`src/rtl/sdram_line_reader.sv`:
```
// rtl/sdram_line_reader.sv - fetches one image line of 3-bit pixels from SDRAM into a line buffer
`timescale 1ns/1ps
module sdram_line_reader #(
  parameter int LINE_PIXELS    = 320,
  parameter int LINE_COUNT     = 240,
  parameter int CAS_LATENCY    = 3,
  parameter int T_RCD          = 3,
  parameter int T_RP           = 3,
  parameter int T_RFC          = 9,
  parameter int REFRESH_CYCLES = 1040
) (
  input  logic        clk,
  input  logic        reset,
  input  logic        line_req,
  input  logic [7:0]  line_y,
  output logic        busy,
  output logic        done,
  output logic        cs_n,
  output logic        ras_n,
  output logic        cas_n,
  output logic        we_n,
  output logic [11:0] addr,
  output logic [1:0]  ba,
  output logic        cke,
  output logic        dq_oe,
  input  logic [15:0] dq_in,
  output logic        lb_we,
  output logic [8:0]  lb_addr,
  output logic [2:0]  lb_data
);

  localparam logic [3:0] CMD_NOP  = 4'b0111;
  localparam logic [3:0] CMD_ACT  = 4'b0011;
  localparam logic [3:0] CMD_READ = 4'b0101;
  localparam logic [3:0] CMD_PRE  = 4'b0010;
  localparam logic [3:0] CMD_REF  = 4'b0001;
  localparam int RCW = $clog2(REFRESH_CYCLES);

  typedef enum logic [3:0] {
    S_IDLE, S_REFRESH, S_RFC_WAIT, S_ACTIVATE, S_RCD_WAIT,
    S_READ, S_DRAIN, S_PRECHARGE, S_RP_WAIT, S_DONE
  } state_t;

  state_t           state, state_d;
  logic [16:0]      p, p_d, start_p;
  logic [9:0]       rd_idx, rd_idx_d;
  logic [7:0]       wait_cnt, wait_cnt_d;
  logic [3:0]       cmd, cmd_d;
  logic [11:0]      addr_d;
  logic             issue, ref_clear, done_d;
  logic [RCW-1:0]   ref_cnt;
  logic             ref_pending, ref_wrap;
  logic [CAS_LATENCY:0] vld_pipe;
  logic [8:0]       idx_pipe [CAS_LATENCY:0];
  logic             unused_dq;

  assign {cs_n, ras_n, cas_n, we_n} = cmd;
  assign ba        = 2'b00;
  assign cke       = 1'b1;
  assign dq_oe     = 1'b0;
  assign busy      = (state != S_IDLE) || ref_pending;
  assign start_p   = 17'(line_y) * 17'(LINE_PIXELS);
  assign ref_wrap  = (ref_cnt == RCW'(REFRESH_CYCLES - 1));
  assign unused_dq = ^dq_in[15:3];

  always_comb begin
    state_d    = state;
    p_d        = p;
    rd_idx_d   = rd_idx;
    wait_cnt_d = wait_cnt;
    cmd_d      = CMD_NOP;
    addr_d     = 12'd0;
    issue      = 1'b0;
    ref_clear  = 1'b0;
    done_d     = 1'b0;
    case (state)
      S_IDLE: begin
        // pending refresh holds busy high, so a simultaneous request is dropped
        if (ref_pending) begin
          state_d = S_REFRESH;
        end else if (line_req) begin
          if ({1'b0, line_y} < 9'(LINE_COUNT)) begin
            p_d      = start_p;
            rd_idx_d = 10'd0;
            state_d  = S_ACTIVATE;
          end else begin
            state_d = S_DONE;
          end
        end
      end
      S_REFRESH: begin
        cmd_d      = CMD_REF;
        ref_clear  = 1'b1;
        wait_cnt_d = 8'(T_RFC - 1);
        state_d    = S_RFC_WAIT;
      end
      S_RFC_WAIT: begin
        if (wait_cnt <= 8'd1) state_d = S_IDLE;
        else wait_cnt_d = wait_cnt - 8'd1;
      end
      S_ACTIVATE: begin
        cmd_d      = CMD_ACT;
        addr_d     = {3'b000, p[16:8]};
        wait_cnt_d = 8'(T_RCD - 1);
        state_d    = S_RCD_WAIT;
      end
      S_RCD_WAIT: begin
        if (wait_cnt <= 8'd1) state_d = S_READ;
        else wait_cnt_d = wait_cnt - 8'd1;
      end
      S_READ: begin
        cmd_d    = CMD_READ;
        addr_d   = {4'b0000, p[7:0]};
        issue    = 1'b1;
        p_d      = p + 17'd1;
        rd_idx_d = rd_idx + 10'd1;
        if (p[7:0] == 8'hff || rd_idx == 10'(LINE_PIXELS - 1)) state_d = S_DRAIN;
      end
      S_DRAIN: begin
        if (vld_pipe == '0) state_d = S_PRECHARGE;
      end
      S_PRECHARGE: begin
        cmd_d      = CMD_PRE;
        addr_d     = 12'h400;
        wait_cnt_d = 8'(T_RP - 1);
        state_d    = S_RP_WAIT;
      end
      S_RP_WAIT: begin
        if (wait_cnt <= 8'd1) state_d = (rd_idx == 10'(LINE_PIXELS)) ? S_DONE : S_ACTIVATE;
        else wait_cnt_d = wait_cnt - 8'd1;
      end
      S_DONE: begin
        done_d  = 1'b1;
        state_d = S_IDLE;
      end
      default: state_d = S_IDLE;
    endcase
  end

  always_ff @(posedge clk or posedge reset) begin
    if (reset) begin
      state    <= S_IDLE;
      p        <= 17'd0;
      rd_idx   <= 10'd0;
      wait_cnt <= 8'd0;
      cmd      <= CMD_NOP;
      addr     <= 12'd0;
      done     <= 1'b0;
    end else begin
      state    <= state_d;
      p        <= p_d;
      rd_idx   <= rd_idx_d;
      wait_cnt <= wait_cnt_d;
      cmd      <= cmd_d;
      addr     <= addr_d;
      done     <= done_d;
    end
  end

  always_ff @(posedge clk or posedge reset) begin
    if (reset) begin
      ref_cnt     <= '0;
      ref_pending <= 1'b0;
    end else begin
      ref_cnt <= ref_wrap ? '0 : ref_cnt + 1'b1;
      if (ref_wrap) ref_pending <= 1'b1;
      else if (ref_clear) ref_pending <= 1'b0;
    end
  end

  // each READ travels CAS_LATENCY+1 stages so capture lines up with its data on dq_in
  always_ff @(posedge clk or posedge reset) begin
    if (reset) begin
      vld_pipe <= '0;
      for (int i = 0; i <= CAS_LATENCY; i++) idx_pipe[i] <= 9'd0;
      lb_we   <= 1'b0;
      lb_addr <= 9'd0;
      lb_data <= 3'd0;
    end else begin
      vld_pipe    <= {vld_pipe[CAS_LATENCY-1:0], issue};
      idx_pipe[0] <= rd_idx[8:0];
      for (int i = 1; i <= CAS_LATENCY; i++) idx_pipe[i] <= idx_pipe[i-1];
      lb_we <= vld_pipe[CAS_LATENCY];
      if (vld_pipe[CAS_LATENCY]) begin
        lb_addr <= idx_pipe[CAS_LATENCY];
        lb_data <= dq_in[2:0];
      end
    end
  end

endmodule

```
`config.mk`:
```
export PLATFORM = sky130hd
export DESIGN_NAME = sdram_line_reader
export DESIGN_NICKNAME = d
export VERILOG_FILES = /design/src/rtl/sdram_line_reader.sv
export SDC_FILE = /design/constraint.sdc
export NUM_CORES = 1
export LEC_CHECK = 0
export CORE_MARGIN = 4
export CORE_UTILIZATION = 55
export DETAILED_ROUTE_END_ITERATION = 8
export PLACE_DENSITY_LB_ADDON = 0.15
export SETUP_SLACK_MARGIN = 0.15
export SKIP_CTS_REPAIR_TIMING = 1
export SYNTH_ARGS = -nofsm -noshare
export SYNTH_HDL_FRONTEND = slang
export SYNTH_SLANG_ARGS = --single-unit
```
`constraint.sdc`:
```
create_clock -name clk -period 5.4 [get_ports clk]
set_input_delay 1.08 -clock clk [delete_from_list [all_inputs] [get_ports clk]]
set_output_delay 1.08 -clock clk [all_outputs]
set_load 0.02 [all_outputs]
```
==> results.json, run 1 <==
{
  "result_of_the_run": "finished clean",
  "final_max_slew_viol_count": 0,
  "setup_slack_ps": 2020,
  "seq_total_area_yosys": 0.578,
  "core_mm2": 0.00889,
  "maxClockFrequency_ghz": 0.296,
  "final_hold_viol_count": 0,
  "synth_area_leaders": "sky130_fd_sc_hd__dfrtp_1 56%, sky130_fd_sc_hd__ha_1 4.4%, sky130_fd_sc_hd__nor2_1 2.7%, sky130_fd_sc_hd__mux2_2 2.6%, sky130_fd_sc_hd__xor2_1 2.6%",
  "synth.most_common_cell": "sky130_fd_sc_hd__dfrtp_1",
  "hold_worst_path_end": "idx_pipe[12]",
  "synth.ff_latch_count": 118,
  "critical_path.cell_chain": "nor4_4 -> and2_1 -> inv_1 -> clkdlybuf4s50_1",
  "synth_top_cells_by_count": "115 x sky130_fd_sc_hd__dfrtp_1, 37 x sky130_fd_sc_hd__nor2_1, 22 x sky130_fd_sc_hd__nand2_1",
  "clock-skew-final_ps": 6.55,
  "initial_utilization": 0.575,
  "post_synthesis_adder_cell_area_fraction": 0.0480,
  "antenna_cells": 0,
  "syn_to_final_growth_pct": 19.6,
  "port-buffer-count": 41,
  "dominantRegCellSynth": "sky130_fd_sc_hd__dfrtp_1",
  "max_cap_viol_count": 0,
  "clk_root_buffer_cell": "sky130_fd_sc_hd__clkbuf_8",
  "antenna_violating_nets_post_route": 0,
  "remaining_drc_errors": 0,
  "critical-path-top-delay-family": "simple AND/OR/NAND/NOR gates",
  "tritoncts_buffer_count": 17,
  "i_o_pin_count": 62,
  "yosys.area.top_type": "sky130_fd_sc_hd__dfrtp_1",
  "synthMuxAreaShare": 0.0306,
  "post_synth.cell_area_avg_um2": 11.7,
  "global_route.usage.total": 0.183,
  "dieWidth_um": 104,
  "grt_antenna_before_repair": 0,
  "timing.critical_path.buf_inv": 2,
  "ctsHtreeMaxLevel": 4,
  "synth_edf_count": 0,
  "postLayoutCellArea_mm2": 0.00612,
  "synth_top_family_by_area": "simple AND/OR/NAND/NOR gates",
  "rr_worst_depth": 6,
  "timing.critical_path.slowest_cell_delay_ps": 550,
  "via_per_instance_ratio": 5.71,
  "timing.rr.start": "state[2]",
  "worst-slew-pin-transition_ps": 1190,
  "cp.arrival_ps": 2300,
  "drt_iter0_drc": 104,
  "synth.cell_area_mm2": 0.00511,
  "clock_path_buffers": 2,
  "placed_area_mm2": 0.00556,
  "critical_path_required_ps": 4320,
  "grt_start_max_net_pins": 90,
  "die_y_um": 104,
  "synth-compound-area-share": 0.104,
  "critical_hold_path_startpoint": "idx_pipe[3]",
  "crit_fanout": 13,
  "timing.hold.worst.class": "flop to flop",
  "first_global_vias": 3399,
  "timing.final.crit_share": 0.625,
  "netlist_instances": 436,
  "synthSimpleGateAreaFrac": 0.157,
  "timing.final.crit_period_ps": 3380,
  "hold-path-cell-count": 0,
  "detailedPlacementHpwl_um": 6150,
  "first_pass_iters": 4,
  "ys_warns": 0,
  "final_net_count": 528,
  "cts_tree": "built",
  "detail_route.wirelength_um": 9480,
  "placement.setup.worst_slack_ps": 2070,
  "final_util": 0.688,
  "critPathCaptureType": "output pin",
  "clock_sinks": 118,
  "rrSetupSlack_ps": 2430,
  "grt-ovfl-total": 0,
  "path_clk_slew_ps": 60,
  "timing.max_slew.rel_slack": 0.203,
  "critical_path.startpoint": "state[1]",
  "power.total_uw": 3250,
  "proportion_of_layout_cells_with_a_drive_suffix_above_1": 0.125,
  "unrepaired_setup_endpoints_after_global_routing": "false",
  "synth_top_area_frac": 0.563,
  "synth_cell_type_count": 61,
  "vdd_ir_max_mv": 0.387,
  "totalNegativeSetupSlack_ps": 0,
  "synth_async_sr_flop_share": 1.00,
  "power_leakage_uw": 0.00282,
  "synth_xor_area_frac": 0.0428,
  "pwr_density_cell_mw_per_mm2": 532,
  "crit_path_top_delay_cell": "sky130_fd_sc_hd__clkdlybuf4s50_1",
  "row_count": 34,
  "finalSetupViolations": 0,
  "clk-insertion-delay-late_ps": 500,
  "die_area_mm2": 0.0109,
  "wl_per_cell_um": 15.7,
  "cp-start-kind": "flop",
  "route.vias.total": 3446,
  "routability_congestion": 0.851,
  "worst-setup-path-type": "flop to output pin",
  "wire_length_of_the_first_global_routing_pass_um": 16200,
  "rr_endpoint": "p[16]"
}
## worst max path at each step
stage / end / slack, ps / cells after the start
6_report: busy / 2020 / 4
2_1_floorplan: addr[0] / 1200 / 1
3_3_place_gp: p[10] / 2080 / 5
5_1_grt: busy / 1920 / 4
4_1_cts: busy / 2020 / 4
3_5_place_dp: p[10] / 2070 / 5
## logic make-up after synthesis
group                      Yosys count
muxes                               14
and+or+nand+nor                    143
DFF                                118
AOI/OAI and AO/OA                   78
xor gates and xnor gates            25
buffers and inverters               37
adders and majority gates           19
other                                2
## registers in the layout, summed over array words and instances, names as in the netlist, 4 cells and up
register / flops
addr: 10
idx_pipe: 36
lb_addr: 9
p: 17
rd_idx: 10
ref_cnt: 11
state: 4
vld_pipe: 4
wait_cnt: 8
## placed cells by master, fill, tap and decap left out, drive strengths merged, types with 15 or more instances in the layout
cell           instances
nor2                  38
ha                    18
o21ai                 22
inv                   24
xor2                  15
clkbuf                17
clkdlybuf4s50         41
nand2                 22
a21oi                 20
nand3                 17
dfrtp                115
## power breakdown
group / internal (uW) / switching [uW]
registers: 1100 / 208
logic: 403 / 499
clock network: 620 / 422
## metrics by stage
stage / hold slack [ps] / cells
after floorplan: 331 / 441
after global placement: 331 / 571
after detailed placement: 336 / 571
after CTS: 347 / 603
after global routing: 346 / 603
final: 342 / 603
## metal layers
layer	track usage	wire [um]	vias up
met5	0	0	-
met4	0.0722	148	0
met3	0.0497	532	16
met2	0.281	4490	98
met1	0.249	4310	1702
li1	-	-	1630
## layout make-up
class                           instances  area (um^2)
Inverter                               17         66.3
Fill cell                             652         2770
Timing Repair Buffer                   42          418
Multi-Input combinational cell        286         1980
Clock inverter                         15          144
Tap cell                              108          135
Clock buffer                           17          414
Sequential cell                       118         2960
No activity file was read; power rests on OpenSTA's default activity.
==> inputs of run 2 (changes only) <==
clock period = 3.4 ns   (was 5.4 ns; I/O delays follow)
==> results.json, run 2 (synthesized netlist as in run 1, its figures left out) <==
{
  "crit_fanout": 13,
  "cp-start-kind": "flop",
  "clk_root_buffer_cell": "sky130_fd_sc_hd__clkbuf_8",
  "rr_worst_depth": 5,
  "critical-path-top-delay-family": "simple AND/OR/NAND/NOR gates",
  "placed_cells": 575,
  "rr_endpoint": "p[16]",
  "placement.setup.worst_slack_ps": 468,
  "row_count": 34,
  "worst-slew-pin-transition_ps": 1200,
  "critical_path.cell_chain": "nor4_4 -> and2_1 -> inv_1 -> clkdlybuf4s50_1",
  "crit_path_top_delay_cell": "sky130_fd_sc_hd__dfrtp_1",
  "layout_common_cells": "115 x sky130_fd_sc_hd__dfrtp_1, 41 x sky130_fd_sc_hd__clkdlybuf4s50_1, 37 x sky130_fd_sc_hd__nor2_1",
  "timing.hold.worst.class": "flop to flop",
  "routability_congestion": 0.876,
  "clock_path_buffers": 2,
  "worst-path-stages": 4,
  "clock-skew-final_ps": 12.2,
  "detail_route.wirelength_um": 9690,
  "proportion_of_layout_cells_with_a_drive_suffix_above_1": 0.130,
  "route.vias.total": 3500,
  "timing.max_slew.rel_slack": 0.196,
  "commonest_non_fill_non_tap_cell_in_the_layout": "sky130_fd_sc_hd__dfrtp_1",
  "finalSetupViolations": 0,
  "final_net_count": 532,
  "wl_per_cell_um": 16.0,
  "wl_met1_um": 4080,
  "remaining_drc_errors": 0,
  "critPathCaptureType": "output pin",
  "maxUsedRoutingLayer": "met4",
  "die_y_um": 104,
  "ctsHtreeMaxLevel": 4,
  "clock_sinks": 118,
  "unrepaired_setup_endpoints_after_global_routing": "false",
  "antenna_cells": 0,
  "dieWidth_um": 104,
  "cp.arrival_ps": 2250,
  "detailedPlacementHpwl_um": 6410,
  "worst-setup-path-type": "flop to output pin",
  "grt_start_max_net_pins": 50,
  "max_cap_viol_count": 0,
  "antenna_violating_nets_post_route": 0,
  "clk-insertion-delay-late_ps": 520,
  "global_route.usage.total": 0.191,
  "timing.critical_path.buf_inv": 2,
  "met2_wirelength_um": 4950,
  "result_of_the_run": "finished clean",
  "drt_iter0_drc": 213,
  "final_hold_viol_count": 0,
  "pwr_density_cell_mw_per_mm2": 851,
  "die_area_mm2": 0.0109,
  "setup_slack_ps": 467,
  "stdcell_count": 607,
  "critical_path.startpoint": "state[1]",
  "final_util": 0.695,
  "first_pass_iters": 6,
  "grt_antenna_before_repair": 0,
  "wl_met3_um": 496,
  "power_leakage_uw": 0.00285,
  "timing.rr.start": "state[1]",
  "wire_length_of_the_first_global_routing_pass_um": 16700,
  "timing.final.crit_period_ps": 2930,
  "max_reg_flops": 36,
  "cts_tree": "built",
  "maxClockFrequency_ghz": 0.341,
  "via_per_instance_ratio": 5.77,
  "vdd_ir_max_mv": 0.421,
  "critical_path.endpoint": "busy",
  "critical_path_required_ps": 2720,
  "reg_top3": "idx_pipe (36), p (17), ref_cnt (11)",
  "max_flop_register": "idx_pipe",
  "first_global_vias": 3512,
  "rrSetupSlack_ps": 970,
  "timing.final.crit_share": 0.863,
  "timing.critical_path.slowest_cell_delay_ps": 530,
  "final_max_slew_viol_count": 0,
  "totalNegativeSetupSlack_ps": 0,
  "i_o_pin_count": 62,
  "path_clk_slew_ps": 60,
  "port-buffer-count": 41,
  "grt-ovfl-total": 0,
  "initial_utilization": 0.575,
  "tritoncts_buffer_count": 17,
  "core_mm2": 0.00889,
  "syn_to_final_growth_pct": 20.9
}
## run 2: cell count changes in the layout (fill, tap and decap cells not counted)
| cell | delta |
|---|---|
| sky130_fd_sc_hd__buf_12 | +1 |
| sky130_fd_sc_hd__buf_4 | +3 |
| sky130_fd_sc_hd__bufinv_16 | +1 |
| sky130_fd_sc_hd__clkbuf_1 | +1 |
| sky130_fd_sc_hd__clkbuf_8 | +1 |
| sky130_fd_sc_hd__clkinv_4 | +1 |
| sky130_fd_sc_hd__inv_4 | -1 |
| sky130_fd_sc_hd__inv_6 | -2 |
| sky130_fd_sc_hd__inv_8 | -1 |
## run 2: worst min path at each step
stage / cells past startpoint / start / endpoint / slack [ps]
floorplan: 0 / idx_pipe[1] / idx_pipe[10] / 330
global route: 0 / idx_pipe[18] / idx_pipe[27] / 350
CTS: 0 / idx_pipe[7] / idx_pipe[16] / 350
finish: 0 / idx_pipe[25] / idx_pipe[34] / 340
detailed placement: 0 / idx_pipe[7] / idx_pipe[16] / 330
global placement: 0 / idx_pipe[15] / idx_pipe[24] / 330
## run 2: per-layer routing
metal	GRT usage	vias to the layer above
li1	-	1644
met1	0.230	1749
met2	0.321	92
met3	0.0602	15
met4	0.0722	0
met5	0	-
## run 2: through the flow
step           total power [uW]  cell area (um^2)  hold WS (ps)
2_1_floorplan              3090              5140           331
3_3_place_gp               3480              5600           331
3_5_place_dp               3550              5600           335
4_1_cts                    5300              6180           347
5_1_grt                    5570              6180           351
6_report                   5260              6180           343
## run 2: cell type report
cell class | instances | area [um^2]
inverters | 17 | 67.6
repair buffers | 46 | 460
flip-flops and latches | 118 | 2960
fillers | 638 | 2710
clock buffers | 19 | 432
well taps | 108 | 135
multi-input cells | 286 | 1980
clock inverters | 13 | 146
## run 2: power by group
| group | internal (uW) | switching (uW) | total (uW) |
|---|---|---|---|
| sequential | 1750 | 327 | 2080 |
| combinational | 654 | 803 | 1460 |
| clock | 1070 | 656 | 1730 |
| total | 3480 | 1790 | 5260 |
